## src/rtl/axis_blk_collector.sv

```systemverilog
// ============================================================================
//  Module   : axis_blk_collector
//  Purpose  : Gathers a fixed-length AXI-stream frame into a flat block for a
//             core, then streams the core's result back out word by word.
//  Revision : 1.0
// ============================================================================
`default_nettype none

module axis_blk_collector #(
    parameter int DATA_WIDTH = 32,
    parameter int IN_WORDS   = 20,
    parameter int OUT_WORDS  = 8,
    parameter int SWAP_BYTES = 0
) (
    input  logic                            aclk,
    input  logic                            reset,
    input  logic [DATA_WIDTH-1:0]           s_axis_tdata,
    input  logic                            s_axis_tvalid,
    output logic                            s_axis_tready,
    input  logic                            s_axis_tlast,
    output logic [DATA_WIDTH-1:0]           m_axis_tdata,
    output logic                            m_axis_tvalid,
    input  logic                            m_axis_tready,
    output logic                            m_axis_tlast,
    output logic [IN_WORDS*DATA_WIDTH-1:0]  core_blk,
    output logic                            core_start,
    input  logic [OUT_WORDS*DATA_WIDTH-1:0] core_result,
    input  logic                            core_done,
    output logic                            err_frame
);

    localparam int c_bytes = DATA_WIDTH / 8;
    localparam int c_cnt_w = (IN_WORDS > 1) ? $clog2(IN_WORDS) : 1;
    localparam int c_idx_w = (OUT_WORDS > 1) ? $clog2(OUT_WORDS) : 1;

    typedef enum logic [1:0] {
        COLLECT = 2'd0,
        START   = 2'd1,
        WAIT    = 2'd2,
        SEND    = 2'd3
    } state_t;

    state_t                          r_state;
    state_t                          w_next;
    logic [c_cnt_w-1:0]              r_count;
    logic [c_idx_w-1:0]              r_idx;
    logic [IN_WORDS*DATA_WIDTH-1:0]  r_blk;
    logic [OUT_WORDS*DATA_WIDTH-1:0] r_res;
    logic                            r_err;

    logic [DATA_WIDTH-1:0]           w_in_word;
    logic [DATA_WIDTH-1:0]           w_out_word;
    logic                            w_s_hs;
    logic                            w_m_hs;
    logic                            w_cnt_last;
    logic                            w_idx_last;

    generate
        if (SWAP_BYTES != 0) begin : g_swap
            for (genvar b = 0; b < c_bytes; b++) begin : g_byte
                assign w_in_word[b*8 +: 8] = s_axis_tdata[(c_bytes-1-b)*8 +: 8];
            end
        end else begin : g_noswap
            assign w_in_word = s_axis_tdata;
        end
    endgenerate

    // Ready/valid are gated by reset so the block is silent while held in reset.
    assign s_axis_tready = (r_state == COLLECT) && !reset;
    assign m_axis_tvalid = (r_state == SEND) && !reset;
    assign m_axis_tlast  = m_axis_tvalid && w_idx_last;
    assign m_axis_tdata  = w_out_word;
    assign core_start    = (r_state == START);
    assign core_blk      = r_blk;
    assign err_frame     = r_err;

    assign w_s_hs     = s_axis_tvalid && s_axis_tready;
    assign w_m_hs     = m_axis_tvalid && m_axis_tready;
    assign w_cnt_last = (r_count == c_cnt_w'(IN_WORDS - 1));
    assign w_idx_last = (r_idx == c_idx_w'(OUT_WORDS - 1));

    always_comb begin
        w_out_word = '0;
        for (int j = 0; j < OUT_WORDS; j++) begin
            if (r_idx == c_idx_w'(j)) begin
                w_out_word = r_res[j*DATA_WIDTH +: DATA_WIDTH];
            end
        end
    end

    always_comb begin
        w_next = r_state;
        case (r_state)
            COLLECT: if (w_s_hs && w_cnt_last)  w_next = START;
            START:                              w_next = WAIT;
            WAIT:    if (core_done)             w_next = SEND;
            SEND:    if (w_m_hs && w_idx_last)  w_next = COLLECT;
            default:                            w_next = COLLECT;
        endcase
    end

    always_ff @(posedge aclk) begin
        if (reset) begin
            r_state <= COLLECT;
            r_count <= '0;
            r_idx   <= '0;
            r_blk   <= '0;
            r_res   <= '0;
            r_err   <= 1'b0;
        end else begin
            r_state <= w_next;
            r_err   <= 1'b0;

            if (w_s_hs) begin
                for (int k = 0; k < IN_WORDS; k++) begin
                    if (r_count == c_cnt_w'(k)) begin
                        r_blk[k*DATA_WIDTH +: DATA_WIDTH] <= w_in_word;
                    end
                end
                // A full count always completes the frame; tlast only matters early.
                if (w_cnt_last || s_axis_tlast) begin
                    r_count <= '0;
                end else begin
                    r_count <= r_count + 1'b1;
                end
                if (!w_cnt_last && s_axis_tlast) begin
                    r_err <= 1'b1;
                end
            end

            if ((r_state == WAIT) && core_done) begin
                r_res <= core_result;
                r_idx <= '0;
            end

            if (w_m_hs) begin
                r_idx <= w_idx_last ? '0 : r_idx + 1'b1;
            end
        end
    end

endmodule

`default_nettype wire

```

## config.mk

```make
export PLATFORM = sky130hd
export DESIGN_NAME = axis_blk_collector
export DESIGN_NICKNAME = d
export VERILOG_FILES = /design/src/rtl/axis_blk_collector.sv
export SDC_FILE = /design/constraint.sdc
export NUM_CORES = 2
export LEC_CHECK = 0
export CAP_MARGIN = 20
export CORE_AREA = 3 3 374 376
export CTS_BUF_LIST = sky130_fd_sc_hd__clkbuf_16
export CTS_CLUSTER_SIZE = 24
export DETAILED_ROUTE_END_ITERATION = 8
export DIE_AREA = 0 0 377 379
export GPL_ROUTABILITY_DRIVEN = 0
export PLACE_DENSITY = 0.48
export RECOVER_POWER = 25
export SETUP_SLACK_MARGIN = 0.5
export SLEW_MARGIN = 20
export SYNTH_ARGS = -nofsm -noshare
export SYNTH_HDL_FRONTEND = slang
export SYNTH_SLANG_ARGS = --single-unit
export TNS_END_PERCENT = 50
```

## constraint.sdc

```tcl
create_clock -name aclk -period 6.1 [get_ports aclk]
set_input_delay 0.915 -clock aclk [delete_from_list [all_inputs] [get_ports aclk]]
set_output_delay 0.915 -clock aclk [all_outputs]
set_load 0.03 [all_outputs]
```

==> metrics.yaml <==
run_status:
  status: "finished, violations left"
  violations: "max-capacitance violations, max-slew violations"
placement:
  place_worst_setup_slack_ns: 1.41
  numPortBuffers: 970
  dpl.hpwl_mm: 132
  dpl-instance-area_sq_um: 45000
routing:
  drt_iter0_markers: 3589
  drt_wl_total_mm: 190
  dr_total_vias: 34700
  drc: 0
  detail_route.wl_per_cell_um: 26.6
  vias_per_cell: 4.86
  firstDrtPassIters: 7
  antenna_left: 0
pwr:
  power_leakage_nw: 15.5
  power_density_nw_per_um2: 269
  ir_drop_mv: 0.229
finish:
  design_area_sq_um: 48300
  utilization: 0.352
  drive_gt1_frac: 0.0477
  final_nets: 5529
  multi_input_comb_area_sq_um: 14100
  fillers: 14400
  syn_to_final_growth_pct: 40.7
  seq_area_sq_um: 18200
synthesis:
  synth_top_family_by_area: "simple AND/OR/NAND/NOR gates"
  ys_seq_elements: 907
  synthTopCellsByArea: "dfxtp_1 (53%), nand2_1 (20%), a21oi_1 (14%), clkbuf_1 (2.9%), buf_2 (2.2%)"
  yosysWarningCount: 0
  synth_top_flop_cell: "dfxtp_1"
  ys_types: 44
  synth_top_cell_area_share: 0.529
  yosys.area_share.adder: 0.00584
  synth_edf_count: 0
  synth.largest_area_cell: "dfxtp_1"
  synthArstFlopShare: 0
  netlist_area_sq_um: 34300
  ys_seq_area_frac: 0.529
  synth.area.mux_share: 0.000584
  yosys.area_share.simple: 0.229
  synth-xor-area-share: 0
  syn-num-nets: 4813
  synth-compound-area-share: 0.174
  synthCells: 4503
  avgSynthCellArea_sq_um: 7.62
critical_path:
  critPathRequiredTime_ns: 5.18
  critPathSlowestCell: "or3_1"
  path_max_fanout: 39
  cp_slowest_stage_delay_ns: 0.81
  end_kind: "output pin"
  cp_cell_sequence: "inv_1 -> ha_2 -> or3_1 -> buf_4 -> a21oi_1 -> o22ai_1 -> a21oi_1 -> clkdlybuf4s50_1"
  critPathKind: "flip-flop to output pin"
  crit_arrival_ns: 4.37
  crit_top_cell: "a21oi_1"
  start_kind: "flip-flop"
grt:
  grt_max_degree: 201
  antenna_found_initial: 46
  grt_usage: 0.252
  grt_overflow: 0
  grt_pass1_vias: 31600
  grt_pass1_wl_mm: 257
sta:
  hold_viol_final: 0
  final.min_clock_period_ns: 5.29
  rsz0062_at_grt: "no"
  clock.fmax_mhz: 189
  slew_violations: 590
  worst_pin_slew_ns: 3.41
  hold_ws_ns: 0.451
  skew_ns: 0.0676
  setup_slack_ns: 0.815
  finalSetupTns_ns: 0
  layout_worst_path_cycle_share: 0.866
  max_slew_margin: -1.27
  setup_violations: 0
cts:
  tritoncts: "yes"
  cts-root-buf: "clkbuf_16"
  clockBufferDepth: 3
  cts_buffers: 104
  htreeDepth: 3
  clk_transition_reported_paths_ns: 0.06
  clock_sinks: 907
  clock_latency_ns: 0.72
floorplan:
  start_util: 0.250
  core_area_sq_um: 137000
  die_h_um: 379
  core.rowCount: 136
  chipWidth_um: 377
  die_area_sq_um: 143000
  ios: 971
run:
  cap_viol_max_count: 15
hold_path:
  hold_class: "flip-flop to flip-flop"
placed cells by master, fill, tap and decap left out, drive strengths merged, types with 3 or more instances in the layout:
master,synthesis,final
nand4,6,6
o22ai,31,31
nand3b,34,34
and2,6,6
inv,74,88
dlygate4sd3,0,11
clkinv,0,67
ha,16,16
and4,6,6
dfxtp,907,907
bufinv,0,7
and3,10,10
nor3b,3,3
clkdlybuf4s50,0,931
nor2,8,8
clkbuf,261,118
a221o,32,32
nand2,1835,1835
diode,0,24
nor2b,35,35
a21oi,966,966
nor3,4,4
a221oi,64,64
nand2b,3,3
nand3,14,14
buf,166,82
or3,4,4
metal layers:
layer,GRT usage,vias up,part of all wire
li1,-,16100,-
met1,0.326,16800,0.42
met2,0.380,1388,0.44
met3,0.0845,314,0.094
met4,0.109,22,0.047
met5,0,-,0.00084
cells by family after synthesis:
group / Yosys count
AND/OR/NAND/NOR: 1976
AO/OA/AOI/OAI: 1101
flip-flops: 907
buffers and inverters: 501
adder cells (fa/ha/maj): 16
multiplexers: 2
critical path: cells and delay by family (launching register included):
family	cells	cell delay (ns)
AND/OR/NAND/NOR	1	0.81
buffers and inverters	3	1.26
flip-flops	1	0.44
adder cells (fa/ha/maj)	1	0.47
AO/OA/AOI/OAI	3	0.66
per-stage QoR:
stage                     cells  power (W)
after CTS                  7102     0.0131
after detailed placement   6907    0.00691
after global routing       7116     0.0134
after global placement     6907    0.00691
final                      7126     0.0130
after floorplan            4503    0.00645
state kept, by name (all words and copies together) (netlist names):
signal	count
r_res	256
err_frame	1
r_count	5
r_idx	3
r_state	2
core_blk	640
what timing repair did:
item / 4_1_cts / 5_1_grt
gates resized for setup: 0 / 1
endpoints found under the setup margin: 0 / 1
hold buffers: 0 / 0
buffers inserted: 0 / 0
worst paths after layout:
path	cells past startpoint	endpoint	slack, ns	start
worst max register to register	6	r_idx[1]	1.38	r_state[0]
worst min register to register	2	core_blk[634]	0.45	core_blk[634]
worst min-delay path	2	core_blk[634]	0.45	core_blk[634]
worst max-delay path	8	m_axis_tdata[2]	0.81	r_idx[0]
synthesized netlist by cell type (2+ instances only):
cell and instances:
or3_1 4, nand3_1 14, inv_1 74, a21oi_1 963, nand2_1 1834, nor3b_1 2
dfxtp_1 907, nand3b_1 34, nor2_1 8, buf_6 4, a221oi_1 63, and4_1 6
and2_0 3, nand4_1 6, clkbuf_1 261, o21ai_0 2, o32ai_1 2, ha_1 16
buf_4 2, a31oi_1 2, a21oi_2 3, and3_1 10, o22ai_1 31, buf_1 10
mux2i_1 2, nor2b_1 35, nor3_2 3, a221o_1 32, and2_1 3, buf_2 150
and2b_1 2, nand2b_1 3
area by class of cell:
class	instances	share of cell area
flip-flops and latches	907	0.376
multi-input cells	3095	0.292
repair buffers	1037	0.209
clock buffers	105	0.0544
well taps	1794	0.0465
clock inverters	90	0.0145
inverters	74	0.00575
diodes	24	0.00124
report_power, final:
group	internal, W	switching [W]	total (W)
combinational	0.000271	0.000513	0.000785
clock	0.00344	0.00276	0.00620
sequential	0.00597	0.0000349	0.00600
(Power assumes the default switching activity.)
